==> src/rtl/ps2_pkg.sv <==
// Shared types and constants for the PS/2 receiver slice.
// PS2_SCANCODE_DECODE_EN widens FIFO entries to carry the break/extended flags.
package ps2_pkg;

    typedef enum logic [1:0] {
        IDLE,
        DATA,
        PARITY,
        STOP
    } ps2_state_t;

`ifdef PS2_SCANCODE_DECODE_EN
    localparam int PS2_ENTRY_W = 10;
`else
    localparam int PS2_ENTRY_W = 8;
`endif

    localparam logic [7:0] PS2_PREFIX_EXT = 8'hE0;
    localparam logic [7:0] PS2_PREFIX_BRK = 8'hF0;

endpackage

==> src/rtl/ps2_fifo.sv <==
// Synchronous first-word-fall-through FIFO; a push while full is accepted
// only when a pop happens in the same cycle.
module ps2_fifo #(
    parameter int WIDTH = 8,
    parameter int DEPTH = 8
) (
    input  logic                      clk,
    input  logic                      rst_n,
    input  logic                      push,
    input  logic [WIDTH-1:0]          push_data,
    input  logic                      pop,
    output logic [WIDTH-1:0]          head,
    output logic [$clog2(DEPTH):0]    count,
    output logic                      full,
    output logic                      empty
);

    localparam int AW = $clog2(DEPTH);

    typedef logic [AW-1:0] ptr_t;
    typedef logic [AW:0]   cnt_t;

    logic [WIDTH-1:0] mem [DEPTH];
    ptr_t             wr_ptr;
    ptr_t             rd_ptr;
    logic             do_push;
    logic             do_pop;

    assign empty   = (count == '0);
    assign full    = (count == cnt_t'(DEPTH));
    assign do_pop  = pop && !empty;
    assign do_push = push && (!full || do_pop);
    assign head    = empty ? '0 : mem[rd_ptr];

    always_ff @(posedge clk) begin
        if (do_push) begin
            mem[wr_ptr] <= push_data;
        end
    end

    // Pointers wrap naturally because DEPTH is a power of two.
    always_ff @(posedge clk or negedge rst_n) begin
        if (!rst_n) begin
            wr_ptr <= '0;
            rd_ptr <= '0;
            count  <= '0;
        end else begin
            if (do_push) begin
                wr_ptr <= wr_ptr + ptr_t'(1);
            end
            if (do_pop) begin
                rd_ptr <= rd_ptr + ptr_t'(1);
            end
            unique case ({do_push, do_pop})
                2'b10:   count <= count + cnt_t'(1);
                2'b01:   count <= count - cnt_t'(1);
                default: count <= count;
            endcase
        end
    end

endmodule

==> src/rtl/ps2_rx_fifo.sv <==
// PS/2 device-to-host receiver: sync/filter, framing FSM with watchdog, FIFO output.
// Define PS2_SCANCODE_DECODE_EN to fold E0/F0 prefixes into {brk, ext, byte} entries.
module ps2_rx_fifo
    import ps2_pkg::*;
#(
    parameter int FILTER_LEN     = 4,
    parameter int TIMEOUT_CYCLES = 200000,
    parameter int FIFO_DEPTH     = 8
) (
    input  logic                          clk,
    input  logic                          rst_n,
    input  logic                          ps2_clk,
    input  logic                          ps2_data,
    output logic                          rd_valid,
    input  logic                          rd_ready,
    output logic [PS2_ENTRY_W-1:0]        rd_data,
    output logic [$clog2(FIFO_DEPTH):0]   fifo_count,
    output logic                          parity_err,
    output logic                          frame_err,
    output logic                          overflow,
    input  logic                          clear_overflow
);

    localparam int FCW = $clog2(FILTER_LEN + 1);
    localparam int WDW = $clog2(TIMEOUT_CYCLES + 1);

    typedef logic [FCW-1:0] fcnt_t;
    typedef logic [WDW-1:0] wd_t;

    // Index 0 carries ps2_clk, index 1 carries ps2_data.
    logic [1:0] raw;
    logic [1:0] sync1;
    logic [1:0] sync2;
    logic [1:0] filt;
    fcnt_t      flt_cnt [2];
    logic       clk_filt_d;
    logic       fall;
    logic       data_bit;

    assign raw      = {ps2_data, ps2_clk};
    assign fall     = clk_filt_d & ~filt[0];
    assign data_bit = filt[1];

    always_ff @(posedge clk or negedge rst_n) begin
        if (!rst_n) begin
            sync1      <= '1;
            sync2      <= '1;
            filt       <= '1;
            clk_filt_d <= 1'b1;
            for (int unsigned i = 0; i < 2; i++) begin
                flt_cnt[i] <= '0;
            end
        end else begin
            sync1      <= raw;
            sync2      <= sync1;
            clk_filt_d <= filt[0];
            for (int unsigned i = 0; i < 2; i++) begin
                if (sync2[i] == filt[i]) begin
                    flt_cnt[i] <= '0;
                end else if (flt_cnt[i] == fcnt_t'(FILTER_LEN - 1)) begin
                    filt[i]    <= sync2[i];
                    flt_cnt[i] <= '0;
                end else begin
                    flt_cnt[i] <= flt_cnt[i] + fcnt_t'(1);
                end
            end
        end
    end

    ps2_state_t state;
    ps2_state_t state_next;
    logic [2:0] bit_cnt;
    logic [7:0] shreg;
    logic       par_bit;
    wd_t        wd_cnt;
    logic       shift_en;
    logic       cap_par;
    logic       done_ok;
    logic       done_perr;
    logic       done_ferr;
    logic       timeout;
    logic       par_ok;

    assign par_ok = ^{shreg, par_bit};

    always_ff @(posedge clk or negedge rst_n) begin
        if (!rst_n) begin
            state <= IDLE;
        end else begin
            state <= state_next;
        end
    end

    always_comb begin
        state_next = state;
        shift_en   = 1'b0;
        cap_par    = 1'b0;
        done_ok    = 1'b0;
        done_perr  = 1'b0;
        done_ferr  = 1'b0;
        timeout    = 1'b0;
        if (state != IDLE && wd_cnt == wd_t'(TIMEOUT_CYCLES - 1)) begin
            timeout    = 1'b1;
            state_next = IDLE;
        end else if (fall) begin
            unique case (state)
                IDLE: begin
                    if (!data_bit) begin
                        state_next = DATA;
                    end
                end
                DATA: begin
                    shift_en = 1'b1;
                    if (bit_cnt == 3'd7) begin
                        state_next = PARITY;
                    end
                end
                PARITY: begin
                    cap_par    = 1'b1;
                    state_next = STOP;
                end
                STOP: begin
                    state_next = IDLE;
                    if (!par_ok) begin
                        done_perr = 1'b1;
                    end else if (!data_bit) begin
                        done_ferr = 1'b1;
                    end else begin
                        done_ok = 1'b1;
                    end
                end
                default: state_next = IDLE;
            endcase
        end
    end

    always_ff @(posedge clk or negedge rst_n) begin
        if (!rst_n) begin
            bit_cnt    <= '0;
            shreg      <= '0;
            par_bit    <= 1'b0;
            wd_cnt     <= '0;
            parity_err <= 1'b0;
            frame_err  <= 1'b0;
        end else begin
            parity_err <= done_perr;
            frame_err  <= done_ferr | timeout;
            if (state == IDLE) begin
                bit_cnt <= '0;
            end else if (shift_en) begin
                bit_cnt <= bit_cnt + 3'd1;
            end
            if (shift_en) begin
                shreg <= {data_bit, shreg[7:1]};
            end
            if (cap_par) begin
                par_bit <= data_bit;
            end
            if (state == IDLE || fall) begin
                wd_cnt <= '0;
            end else begin
                wd_cnt <= wd_cnt + wd_t'(1);
            end
        end
    end

    logic                   push_req;
    logic [PS2_ENTRY_W-1:0] push_entry;

`ifdef PS2_SCANCODE_DECODE_EN
    logic ext;
    logic brk;
    logic is_ext;
    logic is_brk;

    assign is_ext = (shreg == PS2_PREFIX_EXT);
    assign is_brk = (shreg == PS2_PREFIX_BRK);

    always_ff @(posedge clk or negedge rst_n) begin
        if (!rst_n) begin
            ext        <= 1'b0;
            brk        <= 1'b0;
            push_req   <= 1'b0;
            push_entry <= '0;
        end else begin
            push_req <= done_ok && !is_ext && !is_brk;
            if (done_ok) begin
                push_entry <= {brk, ext, shreg};
            end
            if (done_perr || done_ferr || timeout) begin
                ext <= 1'b0;
                brk <= 1'b0;
            end else if (done_ok) begin
                if (is_ext) begin
                    ext <= 1'b1;
                end else if (is_brk) begin
                    brk <= 1'b1;
                end else begin
                    ext <= 1'b0;
                    brk <= 1'b0;
                end
            end
        end
    end
`else
    always_ff @(posedge clk or negedge rst_n) begin
        if (!rst_n) begin
            push_req   <= 1'b0;
            push_entry <= '0;
        end else begin
            push_req <= done_ok;
            if (done_ok) begin
                push_entry <= shreg;
            end
        end
    end
`endif

    logic pop;
    logic full;
    logic empty;

    assign pop      = rd_valid && rd_ready;
    assign rd_valid = !empty;

    ps2_fifo #(
        .WIDTH (PS2_ENTRY_W),
        .DEPTH (FIFO_DEPTH)
    ) u_fifo (
        .clk       (clk),
        .rst_n     (rst_n),
        .push      (push_req),
        .push_data (push_entry),
        .pop       (pop),
        .head      (rd_data),
        .count     (fifo_count),
        .full      (full),
        .empty     (empty)
    );

    // A new drop wins over a simultaneous clear.
    always_ff @(posedge clk or negedge rst_n) begin
        if (!rst_n) begin
            overflow <= 1'b0;
        end else if (push_req && full && !pop) begin
            overflow <= 1'b1;
        end else if (clear_overflow) begin
            overflow <= 1'b0;
        end
    end

endmodule

==> config.mk <==
export PLATFORM = sky130hd
export DESIGN_NAME = ps2_rx_fifo
export DESIGN_NICKNAME = d
export VERILOG_FILES = /design/src/rtl/ps2_pkg.sv /design/src/rtl/ps2_fifo.sv /design/src/rtl/ps2_rx_fifo.sv
export SDC_FILE = /design/constraint.sdc
export NUM_CORES = 1
export LEC_CHECK = 0
export ABC_AREA = 1
export CAP_MARGIN = 25
export CORE_ASPECT_RATIO = 1.4
export CORE_MARGIN = 2
export CORE_UTILIZATION = 44
export CTS_CLUSTER_DIAMETER = 200
export DETAILED_ROUTE_END_ITERATION = 12
export PLACE_DENSITY = 0.67
export SLEW_MARGIN = 20
export SYNTH_ARGS = -nofsm -noshare
export SYNTH_HDL_FRONTEND = slang
export SYNTH_SLANG_ARGS = --single-unit
==> constraint.sdc <==
create_clock -name clk -period 2.05 [get_ports clk]
set_clock_uncertainty 0.15 [all_clocks]
set_input_delay 0.3075 -clock clk [delete_from_list [all_inputs] [get_ports clk]]
set_output_delay 0.3075 -clock clk [all_outputs]
set_load 0.005 [all_outputs]
Yosys cells after proc, flatten, opt, wreduce, memory -nomap -nowiden --
Memory sizes are Yosys's and may differ from the RTL's. Cells that the tools add are included.
Storage, ports and cells: bits in registers 67, bits in writable memories 64, bits of input ports 6, output and inout port bits 16, logic and storage cells 109, memories 1
Memory list:
- u_fifo.mem | words 8, bits a word 8, read ports 1, clocked after memory_dff 0, wr ports 1, line ps2_fifo.sv:23 | logic [WIDTH-1:0] mem [DEPTH];
Cells by class: add/sub/neg operators 8, equality and inequality tests 14, multiplexer cells 39, bitwise gates (word level) 5, reduce and logical (&&, ||, !) cells 22
Operators with widths (number):
- $mux W1 | 25
- $add A18 B1 Y18 const B | 1
- $eq A18 B18 Y1 const B | 1
- $mux W18 | 1
- $mux W3 | 6
- $add A3 B1 Y3 const B | 5
- $reduce_bool A2 Y1 | 5
- $reduce_xor A9 Y1 | 1
- $mux W2 | 4
- $mux W8 | 1
- $pmux W2 S4 | 1
- $pmux W4 S2 | 1
- $eq A2 B2 Y1 const B | 3
- $eq A3 B2 Y1 const B | 2
- $logic_and A1 B1 Y1 | 6
- $ne A3 B3 Y1 const B | 2
- $add A4 B1 Y4 const B | 1
- $eq A2 B1 Y1 const B | 2
- $eq A4 B4 Y1 const B | 1
- $logic_not A4 Y1 | 1
- $reduce_and A2 Y1 | 2
- $sub A4 B1 Y4 const B | 1
- $eq A3 B3 Y1 const B | 1
- $logic_not A1 Y1 | 3
- 7 further kinds | 11

Depth between registers and ports, before layout --
Gate-level depths: netlist of the first run.
word-level depth 8, gate-level depth with buffers 12, mapped depth without buffers 12

By module --
From an unflattened synthesis of the first run, not the netlist that was laid out.
Unflattened totals: cells, all modules 609, area, all modules 5959.5 µm²
By module, submodules not included:
- ps2_fifo | times used 1, cells each 273, area an instance 3146.8 µm², sequential area each 2172.1 µm²
- ps2_rx_fifo | times used 1, cells each 336, area an instance 2812.7 µm², sequential area each 1435.1 µm²

Least setup slack after synthesis of the first run --
No wires, ideal clock.
path type reg-to-reg, start point register u_fifo.count[1], end point register u_fifo.count[3], library setup time 0.123 ns, data arrival time 1.955 ns, data required time 1.777 ns, setup slack -0.178 ns, cell stages (with the launch flop) 12, buffers on the path 0, period minus slack after synthesis 2.228 ns, path through dfrtp_1 > nor2_1 > nand3_2 > nand2_2 > nand4_1 > nand2_1 > ha_1 > xor2_1 > nand2_1 > o21ai_0 > nand3_1 > xor2_1
On the way: longest elaborated chain between the ends 8, elaborated cells between the ends (all ways) 14, classes of those cells 2 x add/sub; 3 x eq/ne; 1 x mux; 8 x reduce/logical
RTL lines:
- start, declared | line ps2_fifo.sv:13 | output logic [$clog2(DEPTH):0] count,
- start signal, assigned | line ps2_fifo.sv:55 | 2'b10: count <= count + cnt_t'(1);
- start signal, assigned | line ps2_fifo.sv:56 | 2'b01: count <= count - cnt_t'(1);
- start signal, assigned | line ps2_fifo.sv:57 | default: count <= count;
- $logic_not A4 Y1 (*) | line ps2_fifo.sv:29 | assign empty = (count == '0);
- $logic_not A1 Y1 (*) | line ps2_rx_fifo.sv:224 | assign rd_valid = !empty;
- net rd_valid | line ps2_rx_fifo.sv:14 | output logic rd_valid,
- $logic_and A1 B1 Y1 | line ps2_rx_fifo.sv:223 | assign pop = rd_valid && rd_ready;
- $logic_and A1 B1 Y1 (*) | line ps2_fifo.sv:31 | assign do_pop = pop && !empty;
- $logic_or A1 B1 Y1 | line ps2_fifo.sv:32 | assign do_push = push && (!full || do_pop);
- $logic_and A1 B1 Y1 | line ps2_fifo.sv:32
- $eq A2 B1 Y1 / $eq A2 B2 Y1 (equally long branches) | line ps2_fifo.sv:54 | unique case ({do_push, do_pop})
- $pmux W4 S2 / $reduce_bool A2 Y1 (equally long branches)
The timed path passes the listed nets; every way through them passes the cells marked *. A chain may end at the register's enable or synchronous reset.

Worst setup path after layout of the first run --
start point register u_fifo.rd_ptr[0], end point output rd_data[2]
On the way: longest elaborated chain between the ends 2
RTL lines:
- start, declared | line ps2_fifo.sv:25 | ptr_t rd_ptr;
- start signal, assigned | line ps2_fifo.sv:52 | rd_ptr <= rd_ptr + ptr_t'(1);
- $mem_v2 Z8 W8
- $mux W8 | line ps2_fifo.sv:33 | assign head = empty ? '0 : mem[rd_ptr];
- end, declared | line ps2_rx_fifo.sv:16 | output logic [PS2_ENTRY_W-1:0] rd_data,
Every way passes these cells.

==> metrics.txt, run 1 <==
vias per inst a little over 5; DIE WIDTH roughly 100 um; # IOs 22; layout cells sized above 1 22.8%; global route overflow 0; grt peak-use layer met2; setup ws final -0.258 ns; Peak Freq 433 MHz; Clk pin slew, worst setup/hold paths roughly 0.050 ns; initial antenna violation count 0; HP Class input pin to flip-flop; Die Ht 139 um; Tmin final 2.31 ns; met3 GRT Util 4.94%; Detail Route Antenna Nets 0; Post-Synthesis Cells ~570; failing checks setup timing; final wirelength roughly 13 mm; Critical-path top delay cell dfrtp_1; max-cap violations 0; sequential fraction of the synthesis area between 60% and 70%; nets 670; RR Startpoint u_fifo.count[0]; GPL Wtd Cong 0.836; Pwr Total 10.6 mW; Clock Latency Late Sink around 0.4 ns; Slew Limit Fails 0; Leak around 3.2 nW; TNS Setup -1.24 ns; first-pass GRT wire length 20.7 mm; syn_area_per_cell between 10 and 15 um^2; Worst VDD drop approximately 0.67 mV; largest net degree at the start of global routing 68; H-tree levels 4; drt drc 0; DR WL/cell between 15 and 20 um; post-layout util between 50% and 60%; core area about 13000 um^2; crit path to rd_data[2]; met2 Usage GRT about 33%; reg2reg path depth 11; final instance area 7400 um^2; Synth Cell Area about 5700 um^2; most frequent cells in the layout 107 x nand2_1, 75 x nor2_1, 64 x edfxtp_1, 60 x dfrtp_1, 47 x inv_1; startpoint types flip-flop; Critical Path Max Stage Delay 0.37 ns; Hold Fails Final Rpt 0; reg2reg setup slack roughly 0.040 ns; Final Cycle Share 113%; dpl cell area approximately 6400 um^2; Final setup viols 8; n_diodes 0; total die area ~14000 um^2; CP Launch Point u_fifo.rd_ptr[0]; Inst Count DP between 700 and 800; most common cell after layout, fill and taps aside nand2_1; vias in the first global route about 4300; CP Data Required Time around 1.6 ns; syn nets around 590; Slew Limit Headroom roughly 68%; CP Max Fanout 8; CP cell instances buf_6 > buf_12 > buf_8 > o21ai_2 > o22ai_1 > o21ai_1 > a31oi_1 > buf_2; CTS tree yes; drt pass-1 iters 5; I/O Buffers 21; total CTS buffers 17; worst setup path class flip-flop to output pin; register bit total from synthesis roughly 130; worst r2r dst u_fifo.count[3]; FILL cells 1043; Worst-Margin Slew between 0.4 and 0.5 ns; worst hold margin 0.154 ns; area delta synth->final 29.5%; met1 Use GR 21.9%; CTS root buffer clkbuf_16; non-filler cells, final between 800 and 900; routed vias about 4200; Longest Clk Path Bufs 2; Synth Warn # 0; outcome finished, violations left; dpl hpwl just under 8 mm; unrepaired setup endpoints after global routing yes; Row Count 49; CTS sink count 131; GRT Total Usage between 10% and 20%; Detailed Route Iter0 Violations about 220; crit end category output pin; pwr/cell area ~1400 nW/um^2; Starting Density 44.8%; Worst EP arrival 1.85 ns; Unique masters post-synth 30; DP Worst Slack -0.153 ns
==> repair_timing <==
action                                 4_1_cts  5_1_grt
pin swaps                                   22       23
gates cloned                                 4        1
endpoints found under the hold margin       60        0
buffers inserted                            11        3
gates resized for setup                     91       33
setup endpoints to repair                   22       30
hold buffers                                 1        0
==> routing by layer <==
| metal | vias to the layer above | share of wire [%] | routed length, um |
|---|---|---|---|
| met5 | - | 0 | 0 |
| met4 | 0 | 2.8 | 344 |
| met3 | 25 | 3.3 | 413 |
| met2 | 99 | 55 | 6820 |
| met1 | 1999 | 39 | 4930 |
| li1 | 2074 | - | - |
==> Yosys cell counts <==
cell | count | share of area, %
nand2_1 | 109 | 7.2
inv_1 | 49 | 3.2
nand3b_1 | 1 | 0.13
o21a_1 | 1 | 0.13
ha_1 | 14 | 3.1
edfxtp_1 | 64 | 34
buf_6 | 2 | 0.39
dfrtp_1 | 60 | 26
nor2_2 | 2 | 0.22
a31oi_1 | 8 | 0.88
a21oi_1 | 12 | 1.1
nand3_2 | 2 | 0.35
clkbuf_1 | 11 | 0.72
or2_4 | 1 | 0.15
nor2_4 | 2 | 0.39
dfstp_2 | 7 | 3.2
nand4_1 | 3 | 0.33
xnor2_1 | 5 | 0.77
a21boi_1 | 1 | 0.13
nand3_1 | 30 | 2.6
nor2_1 | 90 | 5.9
nand2_4 | 2 | 0.39
nor3b_1 | 3 | 0.39
nor3_1 | 6 | 0.53
o21ai_0 | 62 | 5.4
nand2_2 | 1 | 0.11
o22ai_1 | 9 | 0.98
a2bb2oi_1 | 1 | 0.15
mux2_2 | 2 | 0.39
xor2_1 | 6 | 0.92
==> where the power goes <==
group	internal, mW	switching (mW)
logic	1.74	2.12
registers	3.10	0.275
clock network	2.28	1.11
total	7.11	3.50
==> critical path: cells and delay by family (launching register included) <==
| kind | cells | cell delay [ns] |
|---|---|---|
| AO/OA/AOI/OAI | 4 | 0.55 |
| buffers and inverters | 4 | 0.52 |
| flip-flops | 1 | 0.37 |
==> registers in the layout (all words and copies together) (netlist names), 2 cells and up <==
| register | cells |
|---|---|
| wd_cnt | 18 |
| u_fifo.count | 4 |
| push_entry | 8 |
| shreg | 8 |
| flt_cnt | 6 |
| sync1 | 2 |
| sync2 | 2 |
| bit_cnt | 3 |
| u_fifo.rd_ptr | 3 |
| filt | 2 |
| u_fifo.wr_ptr | 3 |
| state | 2 |
| u_fifo.mem | 64 |
==> worst min path at each step <==
stage | to | depth (start not counted) | slack (ns) | start
after floorplan | bit_cnt[0] | 0 | -0.14 | rst_n
after global placement | flt_cnt[1] | 2 | 0.20 | rst_n
after detailed placement | sync2[1] | 0 | 0.20 | sync1[1]
after CTS | sync1[1] | 1 | 0.14 | ps2_data
after global routing | sync1[1] | 1 | 0.14 | ps2_data
final | sync1[1] | 1 | 0.15 | ps2_data
==> area by class of cell <==
type | count | area [um^2] | area share, %
Timing Repair Buffer | 77 | 717 | 9.68
Clock inverter | 14 | 235 | 3.18
Tap cell | 153 | 191 | 2.59
Multi-Input combinational cell | 374 | 2040 | 27.6
Inverter | 49 | 184 | 2.48
Sequential cell | 131 | 3610 | 48.7
Clock buffer | 18 | 429 | 5.80
==> logic make-up after synthesis <==
group	Yosys count	synth area share (%)
xor+xnor	11	1.68
mux	2	0.394
simple gates	252	18.7
buf+inv	62	4.33
compound gates	94	8.75
flops	131	63.1
fa+ha+maj	14	3.06
Power figures use the tool's default switching activity.
==> inputs of run 2 (changes only) <==
Settings changed: CELL_PAD_IN_SITES_DETAIL_PLACEMENT from default to 1, CELL_PAD_IN_SITES_GLOBAL_PLACEMENT from default to 1, CORE_UTILIZATION 44 to 43, PLACE_DENSITY 0.67 to 0.79.
==> metrics.txt, run 2 (synthesis gave the netlist of run 1 again) <==
Worst VDD drop 0.745 mV; RR Startpoint u_fifo.count[0]; Worst EP arrival around 1.9 ns; dpl hpwl between 10 and 15 mm; DR WL/cell between 20 and 25 um; GPL Wtd Cong roughly 0.85; Hold Fails Final Rpt 0; most common cell after layout, fill and taps aside nand2_1; reg2reg setup slack -0.17 ns; worst r2r dst u_fifo.count[3]; worst setup path class flip-flop to output pin; CP Max Fanout 4; Tmin final roughly 2.4 ns; final wirelength approximately 17 mm; drt pass-1 iters 5; Detailed Route Iter0 Violations ~170; CTS tree yes; total die area 14200 um^2; global route overflow 0; DP Worst Slack -0.219 ns; Leak approximately 3.2 nW; Clock Latency Late Sink 0.43 ns; CP cell instances inv_4 > buf_12 > buf_16 > o21ai_2 > o22ai_2 > o21ai_2 > a31oi_1 > buf_2; Row Count 49; Slew Limit Fails 0; CTS sink count roughly 130; Worst-Margin Slew 0.546 ns; final instance area roughly 7700 um^2; Critical-path top delay cell dfrtp_2; Peak Freq between 400 and 500 MHz; total CTS buffers 17; reg2reg path depth 11; failing checks setup timing; max-cap violations 0; initial antenna violation count 0; setup ws final -0.320 ns; Pwr Total ~11 mW; Slew Limit Headroom 63.6%; CTS root buffer clkbuf_16; dpl cell area 6500 um^2; most frequent cells in the layout 104 x nand2_1, 64 x edfxtp_1, 63 x nor2_1, 58 x dfrtp_1, 45 x buf_4; first-pass GRT wire length around 27 mm; Starting Density around 44%; Critical Path Max Stage Delay about 0.45 ns; unrepaired setup endpoints after global routing yes; number of flip-flops in the largest register between 60 and 70; pwr/cell area ~1500 nW/um^2; biggest regs u_fifo.mem (64), wd_cnt (18); post-layout util just under 60%; crit path to rd_data[2]; n_diodes 0; Final setup viols 18; nets 681; Clk pin slew, worst setup/hold paths about 0.060 ns; vias in the first global route between 5000 and 6000; Die Ht between 100 and 150 um; Final Cycle Share 116%; most flop-heavy register u_fifo.mem; Longest Clk Path Bufs 2; crit end category output pin; routed vias between 4000 and 5000; # IOs 22; H-tree levels 4; layout cells sized above 1 28.5%; startpoint types flip-flop; CP most frequent cell o21ai_2; area delta synth->final 34.9%; largest net degree at the start of global routing 27; vias per inst about 5.4; outcome finished, violations left; Detail Route Antenna Nets 0; TNS Setup -2.08 ns; HP Class input pin to flip-flop; core area 12900 um^2; DIE WIDTH ~100 um; CP Data Required Time roughly 1.6 ns; GRT Total Usage about a quarter; CP Launch Point u_fifo.rd_ptr[0]; I/O Buffers 21; drt drc 0
## run 2: what timing repair did
action                                  in CTS  in global routing
pin swaps                                   28                 23
hold buffers                                 1                  0
gates cloned                                 4                  1
resized for setup                          109                 52
endpoints found under the setup margin      37                 96
hold endpoints to repair                    14                  0
setup buffers                               16                  3
## run 2: cell type report
cell class | instances | area (um^2)
Inverter | 49 | 189
Clock buffer | 19 | 443
Fill cell | 1359 | 5220
Clock inverter | 13 | 196
Timing Repair Buffer | 88 | 867
Multi-Input combinational cell | 374 | 2180
Sequential cell | 131 | 3610
Tap cell | 178 | 223
## run 2: worst min-delay path by stage
stage / from / end / cells after the start
3_5_place_dp: rst_n / flt_cnt[0] / 1
5_1_grt: ps2_data / sync1[1] / 1
4_1_cts: ps2_data / sync1[1] / 1
2_1_floorplan: rst_n / bit_cnt[0] / 0
6_report: ps2_data / sync1[1] / 1
3_3_place_gp: rst_n / flt_cnt[0] / 1
## run 2: stage by stage
step	cells	hold slack, ns
after floorplan	566	-0.138
after detailed placement	798	0.175
after CTS	851	0.135
final	852	0.138
after global placement	798	0.156
after global routing	852	0.140
## run 2: power breakdown
| part | leakage (nW) | switching [mW] | internal [mW] | total, mW |
|---|---|---|---|---|
| Sequential | 1.49 | 0.340 | 3.10 | 3.44 |
| Clock | 0.305 | 1.23 | 2.09 | 3.32 |
| Combinational | 1.45 | 2.57 | 2.00 | 4.56 |
| Total | 3.25 | 4.14 | 7.19 | 11.3 |
## run 2: worst max-delay path, delay by kind of cell, from the launching register on
kind | cells | cell delay (ns)
DFF | 1 | 0.45
buffers and inverters | 4 | 0.53
AOI/OAI and AO/OA | 4 | 0.52
## run 2: metal layers
layer  wire length [um]  GRT usage [%]  vias up
li1                   -              -     2090
met1               6070           24.1     2345
met2               9760           48.0      135
met3                548           5.59       68
met4                950           16.2        0
met5                  0              0        -
==> inputs of run 3 (changes only) <==
--- a/config.mk
+++ b/config.mk
@@ -8,12 +8,10 @@
 export ABC_AREA = 1
 export CAP_MARGIN = 25
-export CELL_PAD_IN_SITES_DETAIL_PLACEMENT = 1
-export CELL_PAD_IN_SITES_GLOBAL_PLACEMENT = 1
 export CORE_ASPECT_RATIO = 1.4
 export CORE_MARGIN = 2
-export CORE_UTILIZATION = 43
+export CORE_UTILIZATION = 44
 export CTS_CLUSTER_DIAMETER = 200
 export DETAILED_ROUTE_END_ITERATION = 12
-export PLACE_DENSITY = 0.79
+export PLACE_DENSITY = 0.67
 export SLEW_MARGIN = 20
 export SYNTH_ARGS = -nofsm -noshare
--- a/constraint.sdc
+++ b/constraint.sdc
@@ -3,3 +3,3 @@
 set_input_delay 0.3075 -clock clk [delete_from_list [all_inputs] [get_ports clk]]
 set_output_delay 0.3075 -clock clk [all_outputs]
-set_load 0.005 [all_outputs]
+set_load 0.02 [all_outputs]
==> metrics.txt, run 3 (synthesis gave the netlist of run 1 again) <==
outcome finished, violations left; failing checks setup timing; Clk pin slew, worst setup/hold paths 0.06 ns; RR Startpoint u_fifo.count[0]; Peak Freq 439 MHz; CTS tree yes; CTS root buffer clkbuf_16; HP Start ps2_clk; Worst-Margin Slew between 0.4 and 0.5 ns; largest net degree at the start of global routing 54; worst setup path class flip-flop to output pin; total CTS buffers 17; DIE WIDTH ~100 um; Longest Clk Path Bufs 2; Final setup viols 10; number of flip-flops in the largest register 64; Sw Share a little over a third; nets 667; DR WL/cell approximately 15 um; first-pass GRT wire length slightly above 20 mm; crit path buf inv count 3; n_diodes 0; setup ws final -0.227 ns; startpoint types flip-flop; drt drc 0; CP cell instances clkinv_4 > clkbuf_16 > nor2_1 > o22ai_1 > o21ai_1 > a31oi_1 > buf_2; non-filler cells, final 813; Starting Density roughly 45%; Critical-path top delay cell dfrtp_2; Leak around 3.2 nW; biggest regs u_fifo.mem (64), wd_cnt (18); CP Data Required Time between 1.5 and 2 ns; final instance area approximately 7500 um^2; Clock Latency Late Sink 0.42 ns; I/O Buffers 21; Row Count 49; Worst VDD drop 0.601 mV; reg2reg setup slack -0.09 ns; Tmin final between 2 and 2.5 ns; sequential share of power ~32%; final wirelength between 10 and 15 mm; Hold Path Cell Cnt 1; most frequent cells in the layout 106 x nand2_1, 76 x nor2_1, 64 x edfxtp_1, 57 x dfrtp_1, 43 x inv_1; HP Class input pin to flip-flop; pwr/cell area roughly 1400 nW/um^2; most common cell after layout, fill and taps aside nand2_1; Hold Fails Final Rpt 0; Final Cycle Share 111%; layout cells sized above 1 roughly a quarter; Slew Limit Headroom slightly above 70%; vias per inst 5.13; Critical Path Max Stage Delay 0.46 ns; P_sw roughly 3.8 mW; P_int 6.83 mW; H-tree levels 4; global route overflow 0; GRT Total Usage between 10% and 20%; worst r2r dst u_fifo.count[3]; CTS sink count 131; core area approximately 13000 um^2; clock share of power 29.0%; # IOs 22; crit end category output pin; routed vias 4171; drt pass-1 iters 5; area delta synth->final 30.8%; critical path's top delay family flip-flops; Die Ht ~140 um; Detailed Route Iter0 Violations between 150 and 200; vias in the first global route about 4400; Pwr Total 10.6 mW; initial antenna violation count 0; combinational group share of total power between 30% and 40%; Detail Route Antenna Nets 0; GPL Wtd Cong about 0.8; Worst Hold Endpoint sync1[0]; unrepaired setup endpoints after global routing yes; dpl cell area 6480 um^2; post-layout util 58.7%; Worst EP arrival between 1.5 and 2 ns; dpl hpwl between 7 and 8 mm; most flop-heavy register u_fifo.mem; Slew Limit Fails 0; Inst Count DP between 700 and 800; max-cap violations 0; CP Max Fanout 8; total die area 13900 um^2; reg2reg path depth 11
==> run 3: cell count changes in the layout (fill, tap and decap cells not counted), moves of 5 or more <==
cell    delta
buf_2      -6
buf_6      -5
nor2_2    -10
nor2_1    +13
==> run 3: area by class of cell <==
class,instances,area [um^2]
Fill cell,1028,5270
Multi-Input combinational cell,374,2110
Clock inverter,15,183
Tap cell,153,191
Timing Repair Buffer,74,764
Inverter,49,194
Sequential cell,131,3610
Clock buffer,17,425
==> run 3: through the flow <==
step / hold slack [ns] / setup slack (ns) / setup TNS (ns)
6_report: 0.143 / -0.227 / -1.57
4_1_cts: 0.134 / -0.169 / -1.27
3_3_place_gp: 0.0833 / -0.202 / -8.49
3_5_place_dp: 0.0922 / -0.259 / -10.97
2_1_floorplan: -0.138 / -0.135 / -2.22
5_1_grt: 0.141 / -0.283 / -3.04
==> run 3: per-layer routing <==
| metal | global-route usage [%] | wire length (um) |
|---|---|---|
| met1 | 21.2 | 4770 |
| met2 | 33.3 | 6860 |
| met3 | 5.29 | 477 |
| met4 | 7.71 | 231 |
| met5 | 0 | 0 |
==> run 3: worst reg2reg max path: stages, from the launching register on <==
cell     delay (ns)
dfrtp_2        0.42
nor2_4         0.14
nand3_4        0.12
nand2_4        0.07
nand4_1        0.13
nand2_2        0.17
ha_4           0.20
xor2_4         0.18
nand2_1        0.10
o21ai_2        0.13
nand3_2        0.07
xor2_1         0.16
==> run 3: how the worst max path moves through the flow <==
stage / slack (ns) / cells past startpoint / from / endpoint
2_1_floorplan: -0.13 / 11 / u_fifo.count[0] / u_fifo.count[3]
3_3_place_gp: -0.20 / 10 / rd_ready / u_fifo.count[2]
5_1_grt: -0.28 / 6 / u_fifo.rd_ptr[1] / rd_data[6]
6_report: -0.23 / 7 / u_fifo.rd_ptr[0] / rd_data[1]
3_5_place_dp: -0.26 / 6 / u_fifo.rd_ptr[1] / rd_data[6]
4_1_cts: -0.17 / 7 / u_fifo.rd_ptr[0] / rd_data[6]
==> run 3: what timing repair did <==
item,4_1_cts,5_1_grt
setup buffers,5,9
pin swaps,6,29
endpoints found under the hold margin,14,0
cloned,0,4
endpoints found under the setup margin,31,87
resized for setup,70,72
hold buffers,1,0
==> run 3: power groups by stage <==
stage	Sequential [mW]	Clock [mW]	Combinational [mW]
floorplan	3.42	0	2.13
global placement	3.41	0	3.45
detailed placement	3.44	0	3.53
CTS	3.40	3.12	3.54
global route	3.48	3.25	4.54
finish	3.43	3.08	4.11
